===== src/rtl/or2_gate.sv =====
`default_nettype none
// ============================================================================
// Module   : or2_gate
// Brief    : Two switch inputs, each synchronised and debounced, ORed into a
//            registered LED drive.
// Revision : 1.0 - initial release
// ============================================================================

module or2_gate_path #(
  parameter int SYNC_STAGES     = 2,
  parameter int DEBOUNCE_CYCLES = 4
) (
  input  logic clk,
  input  logic rst,
  input  logic i_sw,
  output logic o_level
);

  logic [SYNC_STAGES-1:0] r_sync;
  logic                   w_s;

  always_ff @(posedge clk) begin
    if (rst) begin
      r_sync <= '0;
    end else begin
      r_sync <= {r_sync[SYNC_STAGES-2:0], i_sw};
    end
  end

  assign w_s = r_sync[SYNC_STAGES-1];

  generate
    if (DEBOUNCE_CYCLES == 0) begin : g_bypass
      assign o_level = w_s;
    end else begin : g_debounce
      localparam int c_CNT_W = (DEBOUNCE_CYCLES < 1) ? 1 : $clog2(DEBOUNCE_CYCLES + 1);
      localparam logic [c_CNT_W-1:0] c_LAST = c_CNT_W'(DEBOUNCE_CYCLES - 1);

      logic               r_d;
      logic [c_CNT_W-1:0] r_cnt;

      // Any return of s to the accepted level restarts the count.
      always_ff @(posedge clk) begin
        if (rst) begin
          r_d   <= 1'b0;
          r_cnt <= '0;
        end else if (w_s == r_d) begin
          r_cnt <= '0;
        end else if (r_cnt == c_LAST) begin
          r_d   <= w_s;
          r_cnt <= '0;
        end else begin
          r_cnt <= r_cnt + 1'b1;
        end
      end

      assign o_level = r_d;
    end
  endgenerate

endmodule

module or2_gate #(
  parameter int SYNC_STAGES     = 2,
  parameter int DEBOUNCE_CYCLES = 4
) (
  input  logic clk,
  input  logic rst,
  input  logic SW1,
  input  logic SW2,
  output logic LED0
);

  logic w_d1;
  logic w_d2;

  or2_gate_path #(
    .SYNC_STAGES    (SYNC_STAGES),
    .DEBOUNCE_CYCLES(DEBOUNCE_CYCLES)
  ) u_path1 (
    .clk    (clk),
    .rst    (rst),
    .i_sw   (SW1),
    .o_level(w_d1)
  );

  or2_gate_path #(
    .SYNC_STAGES    (SYNC_STAGES),
    .DEBOUNCE_CYCLES(DEBOUNCE_CYCLES)
  ) u_path2 (
    .clk    (clk),
    .rst    (rst),
    .i_sw   (SW2),
    .o_level(w_d2)
  );

  // Registering the OR hides any skew between simultaneous acceptances.
  always_ff @(posedge clk) begin
    if (rst) begin
      LED0 <= 1'b0;
    end else begin
      LED0 <= w_d1 | w_d2;
    end
  end

endmodule
`default_nettype wire


===== config.mk =====
export PLATFORM = sky130hd
export DESIGN_NAME = or2_gate
export DESIGN_NICKNAME = d
export VERILOG_FILES = /design/src/rtl/or2_gate.sv
export SDC_FILE = /design/constraint.sdc
export NUM_CORES = 1
export LEC_CHECK = 0
export CAP_MARGIN = 0
export CORE_MARGIN = 4
export CORE_UTILIZATION = 30
export DETAILED_ROUTE_END_ITERATION = 10
export HOLD_SLACK_MARGIN = 0.15
export RECOVER_POWER = 25
export SYNTH_ARGS = -nofsm -noshare
export SYNTH_HDL_FRONTEND = slang
export SYNTH_SLANG_ARGS = --single-unit

===== constraint.sdc =====
create_clock -name clk -period 1.67 [get_ports clk]
set_input_delay 0.334 -clock clk [delete_from_list [all_inputs] [get_ports clk]]
set_output_delay 0.334 -clock clk [all_outputs]
set_load 0.005 [all_outputs]

# Yosys cells after proc, flatten, opt, wreduce, memory -nomap -nowiden
# Cells that the tools add are included.
[word_totals]
reg_bits = 13
output_inout_bits = 1
in_bits = 4
[op_classes]
n_reduce_logical = 4
n_addsub = 2
n_eq_ne = 4
n_bitwise = 3
[op_table]
columns = ["operator", "n"]
rows = [
  ["adder 3 x 1 -> 3 bit (second input constant)", 2],
  ["equality test 3 x 2 -> 1 bit (second input constant)", 2],
  ["OR reduction 3 bit", 2],
  ["AND reduction 2 bit", 2],
  ["equality test 1 bit", 2],
  ["inverter 1 bit", 2],
  ["OR 1 bit", 1],
]

# Depth between registers and ports, before layout
[depth]
depth_word = 3
depth_mapped = 4
ltp_nobuf = 4

# Cells and area by module
# A second synthesis with hierarchy kept.
[hier_totals]
hier_cells = 36
hier_area_um2 = 452.9
[by_module_without_submodules]
columns = ["module", "cells_per_inst", "instances", "area_each_um2", "seq_area_each_um2"]
rows = [
  ["or2_gate_path", 17, 2, 211.5, 120.1],
  ["or2_gate", 2, 1, 30.0, 20.0],
]

# Worst setup path before layout
# No wires, ideal clock.
[synth_timing]
path_kind = "register to register"
from = "reg u_path1.g_debounce.r_cnt[0]"
to = "reg u_path1.g_debounce.r_cnt[2]"
stages_incl_launch_ff = 4
arrival_time_ns = 0.961
period_less_slack_ns = 1.053
slack_ns = 0.617
n_path_buf = 0
path_cell_list = "dfxtp_1 ha_1 ha_1 nor4_1"
[synth_via]
elab_chain_cells = 2
[synth_lines]
columns = ["element", "line", "text"]
rows = [
  ["from (decl)", "40", "logic [c_CNT_W-1:0] r_cnt;"],
  ["from (signal assigned)", "53", "r_cnt <= r_cnt + 1'b1;"],
  ["parallel branches: the longest is 2 deep, another holds adder 3 x 1 -> 3 bit", "n/a", ""],
]
# Parallel ways; which one is timed is not known.
# A chain may end at the register's enable or synchronous reset.

# Worst setup path after layout
[layout_timing]
from = "reg LED0"
to = "out LED0"
[layout_rtl]
columns = ["element", "line", "text"]
rows = [
  ["from (decl)", "71", "output logic LED0"],
  ["from (signal assigned)", "102", "LED0 <= w_d1 | w_d2;"],
]
# No word-level cell between the ends.

==> impl_metrics.tcl <==
set metrics [dict create \
    diodes 0 \
    path_max_fanout 1 \
    syn2layout_area_growth_pct 16.8 \
    power_density_nw_per_um2 975 \
    cts.sinks 13 \
    finalCoreUtilization_pct 39.5 \
    grt_pass1_wl_microns 924 \
    fin_crit_sh_pct 84.4 \
    cts_buffers 3 \
    final_antenna_net_count 0 \
    fin_tns_setup_ns 0 \
    instances_no_fill 60 \
    relSlewSlack_pct 69.9 \
    finalMaxSlewViolations 0 \
    grt_overflow 0 \
    synthTopCellsByCount "13 x dfxtp_1, 4 x ha_1, 4 x nor2_1, 4 x nor4_1, 3 x and2b_1" \
    fin_ws_ns 0.261 \
    dpl.cell_count 56 \
    path_cells "clkdlybuf4s50_1" \
    root_buffer "clkbuf_4" \
    drive_gt1_share_pct 11.1 \
    gp_congestion 0.665 \
    ir_worst_vdd_uv 456 \
    worstSetupStartpoint "LED0$_SDFF_PP0_" \
    synth-seq-area-share_pct 56.4 \
    async_flop_share_pct 0 \
    cts_resized 0 \
    cts_setup_buffers 0 \
    dieArea_sq_um 2230 \
    max_slew.worst_pin.slew_ns 0.450 \
    r2r_end "u_path2.g_debounce.r_cnt[2]$_SDFF_PP0_" \
    hold_buffers 0 \
    grt_max_degree 14 \
    cts.reportedPaths.clkPinSlew_ns 0.07 \
    wire_per_inst_microns 9.12 \
    cts_tree "built" \
    insertion_delay_ns 0.27 \
    clock_skew_ns 0.00134 \
    ys_seq_elements 13 \
    fp-row-count 13 \
    hold_viol_final 0 \
    crit_family "buffers and inverters" \
    synth_area_leader_cell "dfxtp_1" \
    synthFlopType "dfxtp_1" \
    ys_warn_count 0 \
    path_buf_inv 1 \
    cp-start-kind "flop" \
    dpl_cell_area_sq_um 513 \
    dpl.hpwl_microns 426 \
    first_iter_violations 1 \
    hold_class "flop to flop" \
    die_h_microns 47.2 \
    portBuffers 4 \
    yosysMostFrequentCell "dfxtp_1" \
    dr.pass1.iters 3 \
    synth_nets 46 \
    h-tree-depth 1 \
    rsz0062_at_grt "false" \
    wl_microns 547 \
    nFillCells 146 \
    critical_path_depth 1 \
    viasPerCell 4.63 \
    grt_usage_pct 6.80 \
    route.vias.total 278 \
    remaining_drc_errors 0 \
    cp_slowest_cell "clkdlybuf4s50_1" \
    crit_required_ns 1.34 \
    avgSynthCellArea_sq_um 12.1 \
    synth_area_leaders "dfxtp_1 56%, ha_1 11%, nor4b_2 6.5%, nor4_1 5.4%, and2b_1 4.9%" \
    path_class "flop to output port" \
    die_w_microns 47.2 \
    max_freq_mhz 710 \
    start_util_pct 33.8 \
    cts_buffer_depth 2 \
    synth_top_cell_area_share_pct 56.4 \
    setup_viol 0 \
    critPathArrivalTime_ns 1.07 \
    syn_inst 38 \
    synth_edf_count 0 \
    core_area_sq_um 1370 \
    ys_types 11 \
    slowest_delay_ns 0.49 \
    r2r_start "u_path2.g_debounce.r_cnt[0]$_SDFF_PP0_" \
    io_pins 5 \
    max_cap_violations 0 \
    nNetsFinal 54 \
    fin_area_sq_um 539 \
    reg2reg_depth 3 \
    min_period_ns 1.41 \
    cp-end-kind "output port" \
    p_leak_nw 0.206 \
    r2r_slack_ns 0.56 \
    syn_area_sq_um 462 \
    antenna_found_initial 0 \
    place_ws_ns 0.242 \
    grt_pass1_vias 226 \
    crit_end "LED0" \
    status "completed" \
]
through the flow:
step	hold WS, ns	power [mW]
4_1_cts	0.439	0.536
3_3_place_gp	0.416	0.344
2_1_floorplan	0.405	0.337
6_report	0.432	0.526
3_5_place_dp	0.423	0.346
5_1_grt	0.453	0.551
worst min path at each step:
stage | from | endpoint | slack [ns] | depth (start not counted)
global route | u_path2.g_debounce.r_cnt[0]$_SDFF_PP0_ | u_path2.g_debounce.r_cnt[0]$_SDFF_PP0_ | 0.45 | 1
CTS | u_path1.g_debounce.r_cnt[0]$_SDFF_PP0_ | u_path1.g_debounce.r_cnt[0]$_SDFF_PP0_ | 0.44 | 1
floorplan | u_path1.g_debounce.r_cnt[0]$_SDFF_PP0_ | u_path1.g_debounce.r_cnt[0]$_SDFF_PP0_ | 0.41 | 1
detailed placement | u_path2.r_sync[0]$_SDFF_PP0_ | u_path2.r_sync[1]$_SDFF_PP0_ | 0.42 | 1
finish | u_path2.g_debounce.r_cnt[0]$_SDFF_PP0_ | u_path2.g_debounce.r_cnt[0]$_SDFF_PP0_ | 0.43 | 1
global placement | u_path1.g_debounce.r_cnt[0]$_SDFF_PP0_ | u_path1.g_debounce.r_cnt[0]$_SDFF_PP0_ | 0.42 | 1
cell usage in the layout, fill, tap and decap left out:
cell type	count
dfxtp_1	13
nor2_1	4
nor4_1	4
ha_1	4
and2b_1	3
clkbuf_4	3
clkdlybuf4s50_1	3
inv_1	2
mux2i_1	2
xnor2_1	2
nor4b_2	2
nor2b_1	1
clkbuf_1	1
dlygate4sd3_1	1
state kept, by name, indices dropped and copies added, names as in the netlist:
signal                    count
u_path1.g_debounce.r_cnt      3
u_path2.g_debounce.r_cnt      3
u_path1.r_sync                2
u_path2.r_sync                2
LED0                          1
u_path1.o_level               1
u_path2.o_level               1
where the power goes:
part / switching [mW] / internal, mW / total [mW]
logic: 0.00801 / 0.0112 / 0.0192
clock network: 0.0954 / 0.0926 / 0.188
registers: 0.00259 / 0.316 / 0.318
per-layer routing:
metal  track usage [%]  vias up  routed length [microns]  share of wire (%)
li1                  -      143                        -                  -
met5                 0        -                        0                  0
met2              7.75        8                      216                 39
met1              7.29      122                      254                 46
met4              9.94        0                       38                6.9
met3              3.45        5                       37                6.8
cell families (layout without fill, tap and decap cells):
kind of cell	count (synthesis)	in the layout	share of synthesized area (%)
and+or+nand+nor	14	14	21.4
DFF	13	13	56.4
muxes	2	2	4.34
adders and majority gates	4	4	10.8
buffers and inverters	3	10	3.25
xor gates and xnor gates	2	2	3.79
final cells by class:
type	instances	area [sq um]	share of cell area, %
inverter	2	7.51	1.39
tap	15	18.8	3.48
multi-input combinational	22	186	34.6
sequential	13	260	48.3
clock buffer	4	26.3	4.87
timing repair buffer	4	40.0	7.42
No activity file was read; power rests on OpenSTA's default activity.
